--- src/rtl/jc_phase_decoder.sv ---
// jc_phase_decoder: validates and decodes a Johnson-counter state vector into
// a binary phase index. It also checks that successive samples advance by one
// phase and counts full ring revolutions.
module jc_phase_decoder #(
  parameter int unsigned N  = 64,
  parameter int unsigned PW = 7,
  parameter int unsigned CW = 16
) (
  input  logic          clk,
  input  logic          rst,
  input  logic          en,
  input  logic          clr,
  input  logic [N-1:0]  jc_in,
  output logic [PW-1:0] phase,
  output logic          phase_vld,
  output logic          code_err,
  output logic          seq_err,
  output logic          wrap_pulse,
  output logic [CW-1:0] wrap_count,
  output logic          err_sticky
);

  localparam int unsigned CNTW = $clog2(N + 1);

  // Stage-1 sample registers
  logic [N-1:0]  r_jc;
  logic          r_s1_vld;

  // Stage-2 / output registers
  logic [PW-1:0] r_phase;
  logic          r_phase_vld;
  logic          r_code_err;
  logic          r_seq_err;
  logic          r_wrap_pulse;
  logic [CW-1:0] r_wrap_count;
  logic          r_err_sticky;

  // Sequence history
  logic [PW-1:0] r_last_phase;
  logic          r_hist_vld;

  // Combinational decode and next-state values
  logic [CNTW-1:0] w_ones;
  logic [CNTW-1:0] w_trans;
  logic            w_legal;
  logic [PW-1:0]   w_dec_phase;
  logic [PW-1:0]   w_exp_phase;
  logic            w_check;
  logic            w_seq_err;
  logic            w_wrap;

  logic [N-1:0]  w_jc_nx;
  logic          w_s1_vld_nx;
  logic [PW-1:0] w_phase_nx;
  logic          w_phase_vld_nx;
  logic          w_code_err_nx;
  logic          w_seq_err_nx;
  logic          w_wrap_pulse_nx;
  logic [CW-1:0] w_wrap_count_nx;
  logic          w_err_sticky_nx;
  logic [PW-1:0] w_last_phase_nx;
  logic          w_hist_vld_nx;

  // Popcount of the sample and count of adjacent-bit transitions
  always_comb begin
    w_ones  = '0;
    w_trans = '0;
    for (int i = 0; i < N; i++) begin
      w_ones = w_ones + CNTW'(r_jc[i]);
    end
    for (int i = 0; i < N - 1; i++) begin
      w_trans = w_trans + CNTW'(r_jc[i] ^ r_jc[i+1]);
    end
  end

  // Legality, phase decode and sequence/wrap evaluation for the stage-2 sample
  always_comb begin
    w_legal     = (w_trans <= CNTW'(1));
    w_dec_phase = '0;
    if (w_legal) begin
      // Ones packed at the bottom (but not all-ones) are the second half-ring
      if (r_jc[0] && !r_jc[N-1]) begin
        w_dec_phase = PW'(2 * N - 32'(w_ones));
      end else begin
        w_dec_phase = PW'(w_ones);
      end
    end
    w_exp_phase = (r_last_phase == PW'(2 * N - 1)) ? '0 : r_last_phase + PW'(1);
    // A sample completing on a clr edge is treated as the first one
    w_check     = w_legal && r_hist_vld && !clr;
    w_seq_err   = w_check && (w_dec_phase != w_exp_phase);
    w_wrap      = w_check && (r_last_phase == PW'(2 * N - 1)) && (w_dec_phase == '0);
  end

  // Next-state for pipeline, outputs, history and counters
  always_comb begin
    w_jc_nx         = r_jc;
    w_s1_vld_nx     = en;
    w_phase_nx      = r_phase;
    w_phase_vld_nx  = 1'b0;
    w_code_err_nx   = r_code_err;
    w_seq_err_nx    = r_seq_err;
    w_wrap_pulse_nx = 1'b0;
    w_wrap_count_nx = r_wrap_count;
    w_err_sticky_nx = r_err_sticky;
    w_last_phase_nx = r_last_phase;
    w_hist_vld_nx   = r_hist_vld;

    if (en) begin
      w_jc_nx = jc_in;
    end

    if (r_s1_vld) begin
      w_phase_nx      = w_dec_phase;
      w_phase_vld_nx  = 1'b1;
      w_code_err_nx   = !w_legal;
      w_seq_err_nx    = w_seq_err;
      w_wrap_pulse_nx = w_wrap;
      if (w_wrap && (r_wrap_count != '1)) begin
        w_wrap_count_nx = r_wrap_count + CW'(1);
      end
      if (!w_legal || w_seq_err) begin
        w_err_sticky_nx = 1'b1;
      end
      if (w_legal) begin
        w_last_phase_nx = w_dec_phase;
        w_hist_vld_nx   = 1'b1;
      end else begin
        w_hist_vld_nx   = 1'b0;
      end
    end else if (clr) begin
      w_hist_vld_nx = 1'b0;
    end

    if (clr) begin
      w_wrap_count_nx = '0;
      w_err_sticky_nx = 1'b0;
    end
  end

  // State registers
  always_ff @(posedge clk or posedge rst) begin
    if (rst) begin
      r_jc         <= '0;
      r_s1_vld     <= 1'b0;
      r_phase      <= '0;
      r_phase_vld  <= 1'b0;
      r_code_err   <= 1'b0;
      r_seq_err    <= 1'b0;
      r_wrap_pulse <= 1'b0;
      r_wrap_count <= '0;
      r_err_sticky <= 1'b0;
      r_last_phase <= '0;
      r_hist_vld   <= 1'b0;
    end else begin
      r_jc         <= w_jc_nx;
      r_s1_vld     <= w_s1_vld_nx;
      r_phase      <= w_phase_nx;
      r_phase_vld  <= w_phase_vld_nx;
      r_code_err   <= w_code_err_nx;
      r_seq_err    <= w_seq_err_nx;
      r_wrap_pulse <= w_wrap_pulse_nx;
      r_wrap_count <= w_wrap_count_nx;
      r_err_sticky <= w_err_sticky_nx;
      r_last_phase <= w_last_phase_nx;
      r_hist_vld   <= w_hist_vld_nx;
    end
  end

  assign phase      = r_phase;
  assign phase_vld  = r_phase_vld;
  assign code_err   = r_code_err;
  assign seq_err    = r_seq_err;
  assign wrap_pulse = r_wrap_pulse;
  assign wrap_count = r_wrap_count;
  assign err_sticky = r_err_sticky;

endmodule

--- config.mk ---
export PLATFORM = sky130hd
export DESIGN_NAME = jc_phase_decoder
export DESIGN_NICKNAME = d
export VERILOG_FILES = /design/src/rtl/jc_phase_decoder.sv
export SDC_FILE = /design/constraint.sdc
export NUM_CORES = 1
export LEC_CHECK = 0
export BUFFER_PORTS_ARGS = -buffer_cell sky130_fd_sc_hd__buf_2
export CORE_MARGIN = 2
export CORE_UTILIZATION = 35
export DETAILED_ROUTE_END_ITERATION = 6
export GPL_ROUTABILITY_DRIVEN = 1
export PLACE_DENSITY = 0.5
export SLEW_MARGIN = 20
export SYNTH_ARGS = -nofsm -noshare
export SYNTH_HDL_FRONTEND = slang
export SYNTH_SLANG_ARGS = --single-unit
export TNS_END_PERCENT = 5
--- constraint.sdc ---
create_clock -name clk -period 7.76 [get_ports clk]
set_input_delay 0.388 -clock clk [delete_from_list [all_inputs] [get_ports clk]]
set_output_delay 0.388 -clock clk [all_outputs]
set_load 0.03 [all_outputs]
==> impl_metrics.ini <==
[logic_synthesis]
yosysTopAreaCell = dfrtp_1
synth_edf_count = 0
synth_ff_type = dfrtp_1
syn_nets = 1000
synth_top_area_share_pct = 30.9
yosysSeqAreaShare_pct = 30.9
synth_common_cells = inv_1, fa_1, dfrtp_1, o21ai_0, nand2_1
post-synth-top-count-cell = inv_1
yosys-top-cells-area = dfrtp_1, fa_1, inv_1, ha_1, xnor2_1
netlist_area_sq_mm = 0.00817
syn_avg_cell_area_sq_um = 10.3
synth_seq_cells = 101
ys_types = 55
synthCells = 791
yosys_warnings = 0
synthArstFlopShare_pct = 100

[cells_and_area]
ff_latch_area_sq_mm = 0.00253
drive_gt1_share_pct = 26.6
final_nets = 1180
area_growth_pct = 23.5
diodes = 0
multi_input_area_sq_mm = 0.00508
design_area_sq_mm = 0.0101
fin_util_pct = 44.3
nFillCells = 2206

[global_routing]
track_usage_pct = 18.0
first_global_vias = 6316
use_met3_pct = 3.21
met1_usage_pct = 26.2
overflow = 0
gr-max-usage-layer = met2
grt_max_degree = 77
grt_first_pass_wirelength_mm = 33.7
antenna_found_initial = 0
gr-usage-met2_pct = 27.9

[placement]
port_buffers = 95
place_congestion = 0.800
dp_slack_ps = -256
dpl-instance-area_sq_mm = 0.00957
hpwl_mm = 16.2

[timing]
final_max_slew_viol_count = 0
timing.final.crit_share_pct = 101
setup_slack_ps = -77.8
finalCriticalPeriod_ps = 7840
slew_headroom_pct = 46.8
fin_setup_tns_ps = -529
setup_viol = 11
rsz0062_at_grt = true
clock_skew_ps = 7.55
fmax_ghz = 0.128
worst_pin_slew_ps = 797
finalHoldViolations = 0

[floorplan]
io_pins = 96
coreArea_sq_mm = 0.0228
die_w_microns = 157
start_util_pct = 35.9
rows = 55
dieArea_sq_mm = 0.0246
die_y_microns = 157

[detailed_routing]
routed-via-count = 5835
viasPerCell = 4.53
drc = 0
wire_per_inst_microns = 15.7
routed_wl_mm = 20.2
ant_nets = 0
drtIter0Drc = 243
dr.pass1.iters = 4

[run_status]
outcome = finished, violations left
failed_checks = setup timing

[worst_setup_path]
cp-startpoint = r_jc[47]
worstSetupEndpointType = register
criticalPathCategory = reg2reg
required_ps = 8040
critPathSlowestCell = fa_1
max_stage_delay_ps = 560
r2r_start = r_jc[47]
critical_path_buf_inv_count = 16
critPathTopFamily = adder cells
crit_top_cell = buf_4
worst-endpoint-arrival_ps = 8120
path_max_fanout = 3
worstSetupStartpointType = register

[clock_tree]
clk_path_buf_depth = 2
numClockSinks = 101
clk_pin_slew_worst_paths_ps = 70
cts_inserted_buffers = 9
insertion_delay_ps = 360
h-tree-depth = 3
cts.root.buffer_cell = clkbuf_16
cts_tree = built

[flow_run]
drv_cap = 0

[min_path]
hold_class = in2async
through the flow:
stage               hold slack, ps  instances
global route                   123       1289
finish                        80.9       1289
detailed placement             466       1257
CTS                            104       1288
floorplan                      352        791
global placement               459       1257
cell type report:
class	count	area share [%]
clock buffer	10	2.27
clock inverter	6	0.707
inverter	159	5.94
multi-input combinational	510	50.3
sequential	101	25.1
tap	313	3.88
timing repair buffer	190	11.8
routing by layer:
layer  up-vias  wire, microns
met5         -              0
met4         0            278
met3        18            858
met2        91           9190
met1      2877           9900
li1       2849              -
sequential cells by signal, indices dropped and copies added (netlist names):
name,count
r_jc,64
r_hist_vld,1
code_err,1
seq_err,1
phase_vld,1
wrap_pulse,1
r_last_phase,7
err_sticky,1
wrap_count,16
r_s1_vld,1
phase,7
layout by cell type, fill, tap and decap left out, types with 3 or more instances in the layout:
cell type / instances
a21oi_1: 21
fa_1: 103
nand2_1: 63
clkbuf_16: 9
o21ai_0: 62
or4_4: 3
or4_1: 4
dfrtp_1: 100
o21ai_1: 5
nor2_1: 17
buf_4: 94
o22ai_1: 4
xor2_1: 34
inv_1: 157
nand2b_1: 6
ha_1: 33
buf_2: 95
or3_1: 12
xnor2_2: 6
fa_2: 3
xnor2_1: 37
nand3_1: 13
o31ai_1: 3
and3_1: 8
a31oi_1: 4
mux2_2: 24
repair_timing:
action,4_1_cts,5_1_grt
setup buffers,13,1
hold buffers,0,0
pin swaps,16,7
resized for setup,25,2
endpoints found under the setup margin,18,18
gates cloned,2,0
cell families (layout without fill, tap and decap cells):
logic type | count (synthesis) | in the layout | synth area share (%)
xor gates and xnor gates | 79 | 79 | 8.65
AOI/OAI and AO/OA | 118 | 118 | 8.33
buffers and inverters | 180 | 365 | 8.39
adders and majority gates | 141 | 141 | 31.3
DFF | 101 | 101 | 30.9
muxes | 26 | 26 | 3.55
and+or+nand+nor | 146 | 146 | 8.82
final timing paths:
path | end | cells after the start | slack [ps]
worst max-delay path | seq_err | 33 | -80
worst min-delay path | wrap_count[1] | 2 | 80
worst max register to register | seq_err | 33 | -80
worst min register to register | code_err | 1 | 480
max in group asynchronous | r_jc[29] | 3 | 6440
min in group clk | r_jc[24] | 3 | 230
Power is not shown: default switching activity piles up to over one toggle a cycle in this logic, so the estimate is an artifact.
